==> config.mk <==
export PLATFORM = sky130hd
export DESIGN_NAME = fp_multiplier
export DESIGN_NICKNAME = d
export VERILOG_FILES = /design/src/rtl/fp_multiplier.sv
export SDC_FILE = /design/constraint.sdc
export NUM_CORES = 1
export LEC_CHECK = 0
export BUFFER_PORTS_ARGS = -buffer_cell sky130_fd_sc_hd__buf_4
export CAP_MARGIN = 20
export CORE_MARGIN = 3
export CORE_UTILIZATION = 41
export CTS_CLUSTER_DIAMETER = 40
export DETAILED_ROUTE_END_ITERATION = 16
export MAX_ROUTING_LAYER = met4
export RECOVER_POWER = 100
export SLEW_MARGIN = 20
export SYNTH_ARGS = -nofsm -noshare
export SYNTH_HDL_FRONTEND = slang
export SYNTH_SLANG_ARGS = --single-unit
export TNS_END_PERCENT = 30
==> constraint.sdc <==
create_clock -name int_clk -period 5.7 [get_ports int_clk]
set_input_delay 0.855 -clock int_clk [delete_from_list [all_inputs] [get_ports int_clk]]
set_output_delay 0.855 -clock int_clk [all_outputs]
set_load 0.02 [all_outputs]
==> src/rtl/fp_multiplier.sv <==
// rtl/fp_multiplier.sv - iterative IEEE-754 single-precision multiplier
//
// Out = A * B, computed with a 24x24 shift-add mantissa multiplier that
// retires one multiplier bit per int_clk cycle. A multiply starts on a
// 0->1 transition of the fp_clk strobe, which is sampled on int_clk. Out is
// posted 26 cycles after the edge that samples the start, and done pulses
// for that one cycle.
//
// Ports:
//   int_clk  in   1  sole clock, rising edge
//   reset    in   1  synchronous, active-high; aborts any operation in flight
//   fp_clk   in   1  operation strobe (level signal, not a clock)
//   A, B     in  32  IEEE-754 single operands, latched at the start cycle
//   Out      out 32  registered product, held between updates
//   busy     out  1  high while an operation is in flight
//   done     out  1  one-cycle pulse when Out is updated
//
// Build option: define FP_MUL_ROUND_NEAREST_EN for round-to-nearest-even;
// otherwise the result is truncated (round toward zero). Latency is the same
// in both builds.

module fp_multiplier (
    input  logic        int_clk,
    input  logic        reset,
    input  logic        fp_clk,
    input  logic [31:0] A,
    input  logic [31:0] B,
    output logic [31:0] Out,
    output logic        busy,
    output logic        done
);

    localparam logic [1:0] ST_IDLE = 2'd0;
    localparam logic [1:0] ST_MUL  = 2'd1;
    localparam logic [1:0] ST_NORM = 2'd2;
    localparam logic [1:0] ST_PACK = 2'd3;

    logic [1:0]        state;
    logic              fp_clk_q;
    logic              start;

    logic [23:0]       a_man;
    logic [23:0]       b_man;
    logic [47:0]       acc;
    logic [4:0]        bit_idx;
    logic              sign_r;
    logic signed [9:0] exp_r;
    logic [22:0]       frac_r;
    logic              special_r;
    logic [31:0]       special_word_r;

    assign start = fp_clk & ~fp_clk_q;

    // ------------------------------------------------------------------
    // Operand classification, evaluated on the live inputs and captured
    // only at the start cycle. Denormals have exp==0 and are therefore
    // classified as zero (flush-to-zero).
    // ------------------------------------------------------------------
    logic [7:0]        ea, eb;
    logic [22:0]       fa, fb;
    logic              a_zero, b_zero, a_inf, b_inf, a_nan, b_nan;
    logic              sign_in;
    logic              special_hit;
    logic [31:0]       special_word;
    logic signed [9:0] exp_sum;

    assign ea      = A[30:23];
    assign eb      = B[30:23];
    assign fa      = A[22:0];
    assign fb      = B[22:0];
    assign sign_in = A[31] ^ B[31];

    assign a_zero  = (ea == 8'd0);
    assign b_zero  = (eb == 8'd0);
    assign a_inf   = (ea == 8'hFF) && (fa == 23'd0);
    assign b_inf   = (eb == 8'hFF) && (fb == 23'd0);
    assign a_nan   = (ea == 8'hFF) && (fa != 23'd0);
    assign b_nan   = (eb == 8'hFF) && (fb != 23'd0);

    // Biased exponent of the product before normalisation; 10-bit signed so
    // both underflow (negative) and overflow (>255) stay representable.
    assign exp_sum = signed'({2'b00, ea}) + signed'({2'b00, eb}) - 10'sd127;

    always_comb begin
        special_hit  = 1'b1;
        special_word = 32'd0;
        if (a_nan || b_nan || (a_inf && b_zero) || (b_inf && a_zero)) begin
            special_word = 32'h7FC0_0000;
        end else if (a_inf || b_inf) begin
            special_word = {sign_in, 8'hFF, 23'd0};
        end else if (a_zero || b_zero) begin
            special_word = {sign_in, 31'd0};
        end else begin
            special_hit  = 1'b0;
        end
    end

    // ------------------------------------------------------------------
    // Shift-add step: partial product for the current multiplier bit.
    // ------------------------------------------------------------------
    logic [47:0] partial;

    assign partial = {24'd0, a_man} << bit_idx;

    // ------------------------------------------------------------------
    // Normalisation and rounding of the finished 48-bit product.
    // The product of two 1.x mantissas lies in [1,4), so the leading one is
    // at bit 47 or bit 46.
    // ------------------------------------------------------------------
    logic [23:0]       mant;
    logic              guard;
    logic              sticky;
    logic signed [9:0] exp_norm;
    logic              round_up;
    logic [24:0]       mant_rnd;
    logic [22:0]       frac_final;
    logic signed [9:0] exp_final;

    always_comb begin
        if (acc[47]) begin
            mant     = acc[47:24];
            guard    = acc[23];
            sticky   = |acc[22:0];
            exp_norm = exp_r + 10'sd1;
        end else begin
            mant     = acc[46:23];
            guard    = acc[22];
            sticky   = |acc[21:0];
            exp_norm = exp_r;
        end
    end

`ifdef FP_MUL_ROUND_NEAREST_EN
    // Round up above the halfway point, or exactly at it when the kept LSB
    // is odd (ties to even).
    assign round_up = guard & (sticky | mant[0]);
`else
    assign round_up = 1'b0;
    logic  unused_round_bits;
    assign unused_round_bits = guard ^ sticky;
`endif

    // A carry out of the rounded mantissa means it became exactly 2.0:
    // the fraction is all zeros and the exponent moves up by one.
    assign mant_rnd   = {1'b0, mant} + {24'd0, round_up};
    assign frac_final = mant_rnd[24] ? mant_rnd[23:1] : mant_rnd[22:0];
    assign exp_final  = mant_rnd[24] ? (exp_norm + 10'sd1) : exp_norm;

    // ------------------------------------------------------------------
    // Result packing with overflow / underflow saturation.
    // ------------------------------------------------------------------
    logic [31:0] packed_word;

    always_comb begin
        if (special_r) begin
            packed_word = special_word_r;
        end else if (exp_r >= 10'sd255) begin
            packed_word = {sign_r, 8'hFF, 23'd0};
        end else if (exp_r <= 10'sd0) begin
            packed_word = {sign_r, 31'd0};
        end else begin
            packed_word = {sign_r, exp_r[7:0], frac_r};
        end
    end

    // ------------------------------------------------------------------
    // Sequencer: IDLE (start cycle S) -> MUL x24 -> NORM -> PACK (S+26).
    // ------------------------------------------------------------------
    always_ff @(posedge int_clk) begin
        if (reset) begin
            state          <= ST_IDLE;
            fp_clk_q       <= 1'b0;
            Out            <= 32'd0;
            busy           <= 1'b0;
            done           <= 1'b0;
            a_man          <= 24'd0;
            b_man          <= 24'd0;
            acc            <= 48'd0;
            bit_idx        <= 5'd0;
            sign_r         <= 1'b0;
            exp_r          <= 10'sd0;
            frac_r         <= 23'd0;
            special_r      <= 1'b0;
            special_word_r <= 32'd0;
        end else begin
            fp_clk_q <= fp_clk;
            done     <= 1'b0;

            case (state)
                ST_IDLE: begin
                    // busy is low only in IDLE, so a start seen in any
                    // other state is dropped.
                    if (start) begin
                        a_man          <= {1'b1, fa};
                        b_man          <= {1'b1, fb};
                        sign_r         <= sign_in;
                        exp_r          <= exp_sum;
                        special_r      <= special_hit;
                        special_word_r <= special_word;
                        acc            <= 48'd0;
                        bit_idx        <= 5'd0;
                        busy           <= 1'b1;
                        state          <= ST_MUL;
                    end
                end

                ST_MUL: begin
                    if (b_man[bit_idx]) begin
                        acc <= acc + partial;
                    end
                    if (bit_idx == 5'd23) begin
                        state <= ST_NORM;
                    end else begin
                        bit_idx <= bit_idx + 5'd1;
                    end
                end

                ST_NORM: begin
                    exp_r  <= exp_final;
                    frac_r <= frac_final;
                    state  <= ST_PACK;
                end

                ST_PACK: begin
                    Out   <= packed_word;
                    done  <= 1'b1;
                    busy  <= 1'b0;
                    state <= ST_IDLE;
                end

                default: begin
                    state <= ST_IDLE;
                end
            endcase
        end
    end

endmodule

==> impl_metrics.yaml, run 1 <==
power:
  power_mw: 3.950
  pwr-share-seq_pct: 38.5
  vdd_ir_drop_max_mv: 0.1832
  p_sw_share_pct: 36.58
  p_leak_nw: 5.084
  intPower_mw: 2.505
  p_switching_mw: 1.445
  clockPowerShare_pct: 30.8
  p_per_area_mw_per_mm2: 303.8
  combPwrFrac_pct: 30.8
floorplanning:
  coreArea_mm2: 0.02740
  initial_core_util_pct: 42.35
  rows: 60
  die_y_um: 174.2
  ios: 101
  die_area_mm2: 0.03036
  die_x_um: 174.2
clock_network:
  post_cts_resize_count: 0
  clkTransAtPathRegs_ns: 0.07
  cts_buffer_depth: 2
  cts_made_buffers: 17
  ctsRootBufferMaster: "clkbuf_16"
  cts_num_sinks: 175
  cts_setup_buffers: 0
  cts_tree: "done"
  cts_hold_buf: 0
  clk_latency_ns: 0.44
  cts_htree_levels: 4
placement:
  gp_congestion: 0.9673
  dpl.hpwl_mm: 23.92
  port_buffers: 100
critical_path:
  path_cells: "clkinv_1 > mux2i_1 > mux2i_1 > mux2_2 > o22ai_1 > ha_1 > and3_1 > and2_0 > a221o_1 > o2bb2ai_1 > a31oi_1 > o21ai_0 > o41ai_1 > nor3_1 > nand3b_1"
  critPathLaunchType: "flop"
  worst_path_max_delay_cell: "dfxtp_1"
  cp_slowest_stage_delay_ns: 0.86
  r2r_start: "bit_idx[0]$_SDFFE_PP0P_"
  path_delay_family: "compound AO/OA/AOI/OAI gates"
  worstPathArrival_ns: 5.33
  setup.worst_path.start: "bit_idx[0]$_SDFFE_PP0P_"
  critPathRequiredTime_ns: 6.02
  cp_max_fo: 17
  critPathBufInv: 1
  worst_setup_path_end_kind: "flop"
  criticalPathCategory: "reg -> reg"
  ff2ff_setup_slack_ns: 0.70
  cp_common_cell: "mux2i_1"
sta:
  setup_viol: 0
  drv_slew: 147
  finalHoldViolations: 0
  slew_headroom_pct: -168.6
  worst_slew_pin_slew_ns: 4.029
  rsz0062_at_grt: "false"
  min_period_over_period_pct: 87.77
  fmax_mhz: 199.9
  worst_clock_skew_ns: 0.009051
  fin_crit_ns: 5.003
  setup_tns_ns: 0
finish:
  area_growth_pct: 12.05
  finish.utilization_pct: 47.46
  seqCellArea_mm2: 0.003503
  layout.nets: 1680
  diodes: 0
  fillers: 2780
  drive_above_1_share_pct: 9.775
  multi_input_area_mm2: 0.007582
synth:
  ys_warn_count: 0
  async_flop_share_pct: 0
  ys_ff_latch: 175
  ys_seq_area_share_pct: 30.19
  postSynthCellCount: 1511
  synth_top_area_cell: "dfxtp_1"
  synth.distinct_cells: 69
  synth_edf_count: 0
  avgSynthCellArea_um2: 7.680
  synth_area_mm2: 0.01160
  synth_fp_nets: 1649
  synth_flop_cell: "dfxtp_1"
  yosysTopAreaCellShare_pct: 30.19
  netlist_top_cells_area: "dfxtp_1 (30%), a21oi_1 (7.9%), ha_1 (7.4%), nand2_1 (7.3%), mux2i_1 (5.2%)"
routing:
  met3_length_mm: 1.465
  wl_per_cell_um: 16.84
  ant_nets: 0
  wl_met2_mm: 14.72
  m1WireLength_mm: 15.57
  vias: 10806
  top_layer: "met4"
  drt_pass1_iterations: 6
  drc_errors: 0
  drt-initial-drc-count: 810
  vias_per_cell: 5.608
  finalWirelength_mm: 32.45
job:
  drv_cap: 2
grt:
  grt_pass1_wl_mm: 53.50
  gr-usage-all-layers_pct: 21.70
  grt_pass1_vias: 10362
  gr-total-overflow: 0
  grt_start_max_net_pins: 93
  antenna_found_initial: 0
outcome:
  violations: "capacitance limit, slew limit"
  status: "finished with violations"
worst_hold_path:
  hold_start: "b_man[10]$_SDFFE_PP0P_"
  hold_path.class: "reg -> reg"
-- cells in the mapped netlist (14+ instances only) --
cell type,instances
o21ai_1,19
dfxtp_1,175
a21oi_1,183
mux2i_1,60
nand3_1,46
inv_1,30
xnor2_1,25
ha_1,69
o22ai_1,14
mux2_2,16
nor4_1,17
a211oi_1,32
nor2b_1,39
o21ai_0,59
nand4_1,21
mux4_2,15
nand2_1,225
a21o_1,40
nor3_1,22
nor2_1,144
xor2_1,21
clkbuf_1,82
-- routing by layer --
metal / GRT usage (%) / vias to the layer above
met2: 34.46 / 258
met3: 3.429 / 41
li1: - / 5467
met1: 28.81 / 5040
met4: 5.932 / 0
met5: - / -
-- worst reg2reg max path, stage by stage, from the launching register on --
cell and delay, ns:
dfxtp_1 0.86, clkinv_1 0.48, mux2i_1 0.33, mux2i_1 0.13, mux2_2 0.29, o22ai_1 0.24, ha_1 0.37, and3_1 0.26
and2_0 0.22, a221o_1 0.36, o2bb2ai_1 0.13, a31oi_1 0.32, o21ai_0 0.26, o41ai_1 0.40, nor3_1 0.07, nand3b_1 0.17
-- metrics by stage --
stage | instances | instance area, µm² | setup slack (ns) | hold WS (ns)
final | 1927 | 13000 | 0.6969 | 0.4518
after CTS | 1927 | 13150 | 0.8297 | 0.4565
after global placement | 1895 | 12550 | 0.8656 | 0.4413
after floorplan | 1511 | 11600 | 1.207 | 0.4331
after global routing | 1927 | 13000 | 0.2263 | 0.4703
after detailed placement | 1895 | 12550 | 0.8379 | 0.4473
-- state kept, by name (all words and copies together), names as in the netlist --
signal,count
state,2
bit_idx,5
sign_r,1
fp_clk_q,1
a_man,24
frac_r,23
Out,32
acc,48
b_man,23
special_r,1
done,1
special_word_r,3
busy,1
exp_r,10
-- cells in the final DEF (no fill, tap or decap), drive strengths merged, types with 11 or more instances in the layout --
cell type,synthesis,final
xor2,21,21
a21o,40,40
nand4,21,21
ha,69,69
a21oi,183,183
a22oi,11,11
o21ai,78,78
o22ai,14,14
mux2,16,16
nor3,23,23
nand2,225,225
dfxtp,175,175
mux2i,60,60
a211oi,32,32
nand3,46,46
inv,30,33
and2,11,11
clkbuf,82,59
nor2,144,144
xnor2,25,25
nor4,17,17
nor2b,39,39
mux4,15,15
buf,23,79
-- power by group through the flow --
stage | Sequential (mW) | Combinational [mW] | Clock [mW]
floorplan | 1.49 | 0.926 | 0
global placement | 1.54 | 1.21 | 0
detailed placement | 1.54 | 1.22 | 0
CTS | 1.52 | 1.22 | 1.24
global route | 1.54 | 1.37 | 1.29
finish | 1.52 | 1.22 | 1.21
-- logic make-up after synthesis --
| logic type | Yosys count | share of synthesized area [%] |
|---|---|---|
| AOI/OAI and AO/OA | 425 | 22.18 |
| xor gates and xnor gates | 46 | 3.472 |
| adders and majority gates | 71 | 7.784 |
| buffers and inverters | 136 | 4.582 |
| DFF | 175 | 30.19 |
| muxes | 91 | 9.639 |
| and+or+nand+nor | 567 | 22.16 |
-- worst paths after layout --
check | to | cells past startpoint
max | acc[47]$_SDFFE_PP0P_ | 15
min | b_man[10]$_SDFFE_PP0P_ | 2
min reg2reg | b_man[10]$_SDFFE_PP0P_ | 2
max reg2reg | acc[47]$_SDFFE_PP0P_ | 15
-- cell type report --
class | count | area share (%)
tap | 372 | 3.579
timing repair buffer | 117 | 5.667
clock buffer | 21 | 3.618
multi-input combinational | 1200 | 58.31
sequential | 175 | 26.94
clock inverter | 11 | 0.9911
inverter | 31 | 0.8948
No activity file was read; power rests on OpenSTA's default activity.
==> run 2, diff against run 1 <==
clock period = 6.1 ns   (was 5.7 ns; I/O delays follow)
==> run 2 against run 1 <==
The run still ends with capacitance limit, slew limit left. Die area stayed put. Register-to-register slack improved by 0.28 ns. Sequential share of layout area is 0.084 points lower. Total power fell by 4.2%. Cell area grew 0.35%. Routed wire length down 0.51%. Via count shrank 0.43%. Final cell count decreased by 0.10%. Critical endpoint is now acc[42]$_SDFFE_PP0P_.
==> impl_metrics.yaml, run 2 (synthesis results as in run 1) <==
finish:
  layout.nets: 1678
  largest_reg_flops: 48
  final_cell_mix: "nand2_1 (225), a21oi_1 (183), dfxtp_1 (174)"
  mostFrequentLayoutCell: "nand2_1"
  fillers: 2778
  area_growth_pct: 12.44
  drive_above_1_share_pct: 9.852
  top_regs: "acc (48), Out (32), a_man (24)"
  largest_register: "acc"
  diodes: 0
job:
  drv_cap: 2
power:
  pwr-share-seq_pct: 37.6
  clockPowerShare_pct: 32.5
  combPwrFrac_pct: 29.9
  p_switching_mw: 1.345
  p_per_area_mw_per_mm2: 289.9
  p_leak_nw: 5.107
  intPower_mw: 2.438
  p_sw_share_pct: 35.55
  vdd_ir_drop_max_mv: 0.2009
sta:
  fmax_mhz: 189.4
  finalHoldViolations: 0
  worst_clock_skew_ns: 0.007523
  rsz0062_at_grt: "false"
  setup_tns_ns: 0
  fin_crit_ns: 5.279
  slew_headroom_pct: -108.9
  whs_ns: 0.4571
  worst_slew_pin_slew_ns: 3.133
  min_period_over_period_pct: 86.54
  setup_viol: 0
  drv_slew: 159
worst_hold_path:
  hold_path.class: "reg -> reg"
routing:
  finalWirelength_mm: 32.28
  drc_errors: 0
  wl_per_cell_um: 16.77
  ant_nets: 0
  vias: 10759
  drt-initial-drc-count: 787
  vias_per_cell: 5.589
  drt_pass1_iterations: 5
clock_network:
  cts_made_buffers: 17
  ctsRootBufferMaster: "clkbuf_16"
  post_cts_resize_count: 0
  cts_tree: "done"
  cts_setup_buffers: 0
  cts_buffer_depth: 2
  cts_htree_levels: 4
  cts_num_sinks: 175
  cts_hold_buf: 0
  clk_latency_ns: 0.44
  clkTransAtPathRegs_ns: 0.07
grt:
  gr-total-overflow: 0
  grt_pass1_wl_mm: 52.80
  gr-usage-all-layers_pct: 21.52
  grt_start_max_net_pins: 88
  grt_pass1_vias: 10175
  antenna_found_initial: 0
floorplanning:
  die_area_mm2: 0.03036
  rows: 60
  coreArea_mm2: 0.02740
  die_x_um: 174.2
  die_y_um: 174.2
  initial_core_util_pct: 42.35
  ios: 101
outcome:
  status: "finished with violations"
  violations: "capacitance limit, slew limit"
critical_path:
  criticalPathCategory: "in -> reg"
  critPathLaunchType: "primary input"
  worstPathArrival_ns: 5.60
  critPathRequiredTime_ns: 6.42
  cp_max_fo: 87
  worst_setup_path_end_kind: "flop"
placement:
  gp_congestion: 0.9471
  port_buffers: 100
  dpl.hpwl_mm: 23.58
## run 2: through the flow
stage / power (mW) / worst slack (ns) / utilization [%] / instance area [µm²] / instances
after floorplan: 2.262 / 1.607 / - / 11600 / 1511
after global placement: 2.568 / 1.155 / 45.74 / 12530 / 1893
after detailed placement: 2.581 / 1.022 / 45.74 / 12530 / 1893
after CTS: 3.816 / 1.017 / 48.11 / 13180 / 1925
after global routing: 4.006 / 0.3941 / 47.62 / 13050 / 1925
final: 3.783 / 0.8213 / 47.62 / 13050 / 1925
## run 2: layout make-up
cell class | count | area (µm²) | area share [%]
repair buffers | 115 | 726.9 | 5.571
inverters | 31 | 116.4 | 0.8917
well taps | 372 | 465.4 | 3.567
flip-flops and latches | 175 | 3505 | 26.86
clock inverters | 13 | 209.0 | 1.601
multi-input cells | 1200 | 7584 | 58.12
clock buffers | 19 | 442.9 | 3.394
## run 2: final timing paths
kind / startpoint / end / slack, ns / depth (start not counted)
max: reset / acc[42]$_SDFFE_PP0P_ / 0.82 / 7
min: sign_r$_SDFFE_PP0P_ / sign_r$_SDFFE_PP0P_ / 0.46 / 2
max reg2reg: bit_idx[1]$_SDFFE_PP0P_ / acc[46]$_SDFFE_PP0P_ / 0.98 / 16
min reg2reg: sign_r$_SDFFE_PP0P_ / sign_r$_SDFFE_PP0P_ / 0.46 / 2
## run 2: critical path, stage by stage
cell	delay (ns)
clkbuf_1	2.18
clkbuf_2	1.63
nor2_2	0.04
clkbuf_2	0.39
nand2_1	0.16
o311a_1	0.17
nand3_1	0.08
## run 2: power groups by stage
stage	Sequential (mW)	Clock [mW]	Combinational [mW]
after floorplan	1.40	0	0.865
after global placement	1.44	0	1.12
after detailed placement	1.45	0	1.13
after CTS	1.42	1.25	1.14
after global routing	1.45	1.29	1.27
final	1.42	1.23	1.13
## run 2: layer usage
metal,global-route usage (%),routed length (µm)
met5,-,0
met4,6.367,726
met3,3.124,1281
met2,34.07,14820
met1,28.62,15450
==> run 3, diff against run 2 <==
CAP_MARGIN = 10   (was 20)
MAX_ROUTING_LAYER = unset   (was met4)
==> run 3 against run 2 <==
The flow still finishes with violations (capacitance limit, slew limit). Die area unchanged. Fmax is 2.1% higher. Register-to-register slack improved by 0.20 ns. Clock power barely moved. Clock skew rose by 0.0032 ns. Via count is 2.1% higher. Hold slack worse by 0.0038 ns. Sequential share of layout area decreased by 0.077 points. Count of clock-buffer cells in the layout increased by 2. Sequential power barely moved. Final cell count barely moved. Cell area rose by 0.29%. Largest cell class unchanged.
==> impl_metrics.yaml, run 3 (synthesis results as in run 1) <==
clock_network:
  cts_hold_buf: 0
  cts_setup_buffers: 0
  cts_buffer_depth: 2
  cts_tree: "done"
  clkTransAtPathRegs_ns: 0.07
  cts_made_buffers: 17
  ctsRootBufferMaster: "clkbuf_16"
  clk_latency_ns: 0.45
  cts_htree_levels: 4
  cts_num_sinks: 175
  post_cts_resize_count: 0
finish:
  largest_reg_flops: 48
  diodes: 0
  top_regs: "acc (48), Out (32), a_man (24)"
  layout.nets: 1679
  drive_above_1_share_pct: 10.04
  final_cell_mix: "nand2_1 (225), a21oi_1 (183), dfxtp_1 (174)"
  seqCellArea_mm2: 0.003505
  fillers: 2756
  largest_register: "acc"
  area_growth_pct: 12.77
  mostFrequentLayoutCell: "nand2_1"
  multi_input_area_mm2: 0.007584
job:
  drv_cap: 2
grt:
  antenna_found_initial: 0
  gr-total-overflow: 0
  grt_pass1_wl_mm: 52.49
  gr-usage-all-layers_pct: 20.79
  grt_pass1_vias: 10171
  grt_start_max_net_pins: 88
sta:
  drv_slew: 159
  fin_crit_ns: 5.172
  worst_clock_skew_ns: 0.01070
  rsz0062_at_grt: "false"
  slew_headroom_pct: -110.2
  setup_tns_ns: 0
  setup_viol: 0
  finalHoldViolations: 0
  min_period_over_period_pct: 84.79
  worst_slew_pin_slew_ns: 3.153
  fmax_mhz: 193.3
worst_hold_path:
  hold_start: "b_man[6]$_SDFFE_PP0P_"
  holdPathStages: 2
  hold_end: "b_man[6]$_SDFFE_PP0P_"
  hold_path.class: "reg -> reg"
power:
  p_leak_nw: 5.126
  combPwrFrac_pct: 29.8
  p_sw_share_pct: 35.34
  pwr-share-seq_pct: 37.2
  clockPowerShare_pct: 33.0
  power_mw: 3.826
  p_switching_mw: 1.352
  vdd_ir_drop_max_mv: 0.1784
  intPower_mw: 2.474
  p_per_area_mw_per_mm2: 292.4
floorplanning:
  die_area_mm2: 0.03036
  initial_core_util_pct: 42.35
  ios: 101
  die_x_um: 174.2
  rows: 60
  die_y_um: 174.2
  coreArea_mm2: 0.02740
critical_path:
  critPathLaunchType: "primary input"
  worstRegToRegCells: 16
  critPathRequiredTime_ns: 6.42
  ff2ff_setup_slack_ns: 1.18
  cp_max_fo: 87
  worstReg2RegEnd: "acc[46]$_SDFFE_PP0P_"
  setup.worst_path.start: "reset"
  worstPathArrival_ns: 5.49
  worst_setup_path_end_kind: "flop"
  criticalPathCategory: "in -> reg"
  r2r_start: "bit_idx[1]$_SDFFE_PP0P_"
routing:
  ant_nets: 0
  vias: 10985
  drt-initial-drc-count: 729
  finalWirelength_mm: 32.40
  drt_pass1_iterations: 7
  vias_per_cell: 5.704
  drc_errors: 0
  wl_per_cell_um: 16.82
placement:
  dpl.hpwl_mm: 23.89
  gp_congestion: 0.9361
  port_buffers: 100
outcome:
  violations: "capacitance limit, slew limit"
  status: "finished with violations"
[run 3: cell types whose count changed in the layout (fill, tap and decap cells not counted), sizes merged]
cell / before / now
clkbuf: 56 / 57
clkinv: 5 / 3
buf: 78 / 80
[run 3: final cells by class]
class | count | area share, %
multi-input combinational | 1200 | 57.95
inverter | 31 | 0.8892
tap | 372 | 3.557
timing repair buffer | 116 | 5.632
clock buffer | 21 | 3.671
clock inverter | 11 | 1.520
sequential | 175 | 26.78
[run 3: how the worst max path moves through the flow]
| stage | endpoint | slack [ns] | cells past startpoint |
|---|---|---|---|
| 2_1_floorplan | acc[46]$_SDFFE_PP0P_ | 1.61 | 17 |
| 3_3_place_gp | acc[46]$_SDFFE_PP0P_ | 1.23 | 16 |
| 3_5_place_dp | acc[46]$_SDFFE_PP0P_ | 1.28 | 16 |
| 4_1_cts | acc[46]$_SDFFE_PP0P_ | 1.28 | 16 |
| 5_1_grt | acc[42]$_SDFFE_PP0P_ | 0.49 | 7 |
| 6_report | acc[42]$_SDFFE_PP0P_ | 0.93 | 7 |
[run 3: critical path: stages]
cell      delay (ns)
clkbuf_1        2.19
clkbuf_2        1.66
nor2_2          0.06
buf_4           0.29
nand2_1         0.10
o311a_1         0.15
nand3_1         0.08
[run 3: stage by stage]
stage	std cells	hold WS, ns	area (µm²)	utilization, %	setup slack, ns
5_1_grt	1926	0.4808	13090	47.76	0.4925
3_3_place_gp	1894	0.4424	12540	45.76	1.227
6_report	1926	0.4533	13090	47.76	0.9276
3_5_place_dp	1894	0.4473	12540	45.76	1.283
2_1_floorplan	1511	0.4331	11600	-	1.607
4_1_cts	1926	0.4564	13220	48.24	1.277
[run 3: routing by layer]
layer / vias up / wire length, µm / track usage (%)
li1: 5478 / - / -
met1: 5161 / 15250 / 28.57
met2: 302 / 14930 / 33.91
met3: 44 / 1575 / 3.189
met4: 0 / 638 / 5.932
met5: - / 0 / 0
[run 3: power groups by stage]
stage               combinational (mW)  sequential (mW)  clock (mW)
global route                      1.27             1.45        1.33
finish                            1.14             1.42        1.26
CTS                               1.14             1.42        1.29
floorplan                        0.865             1.40           0
global placement                  1.12             1.44           0
detailed placement                1.13             1.45           0
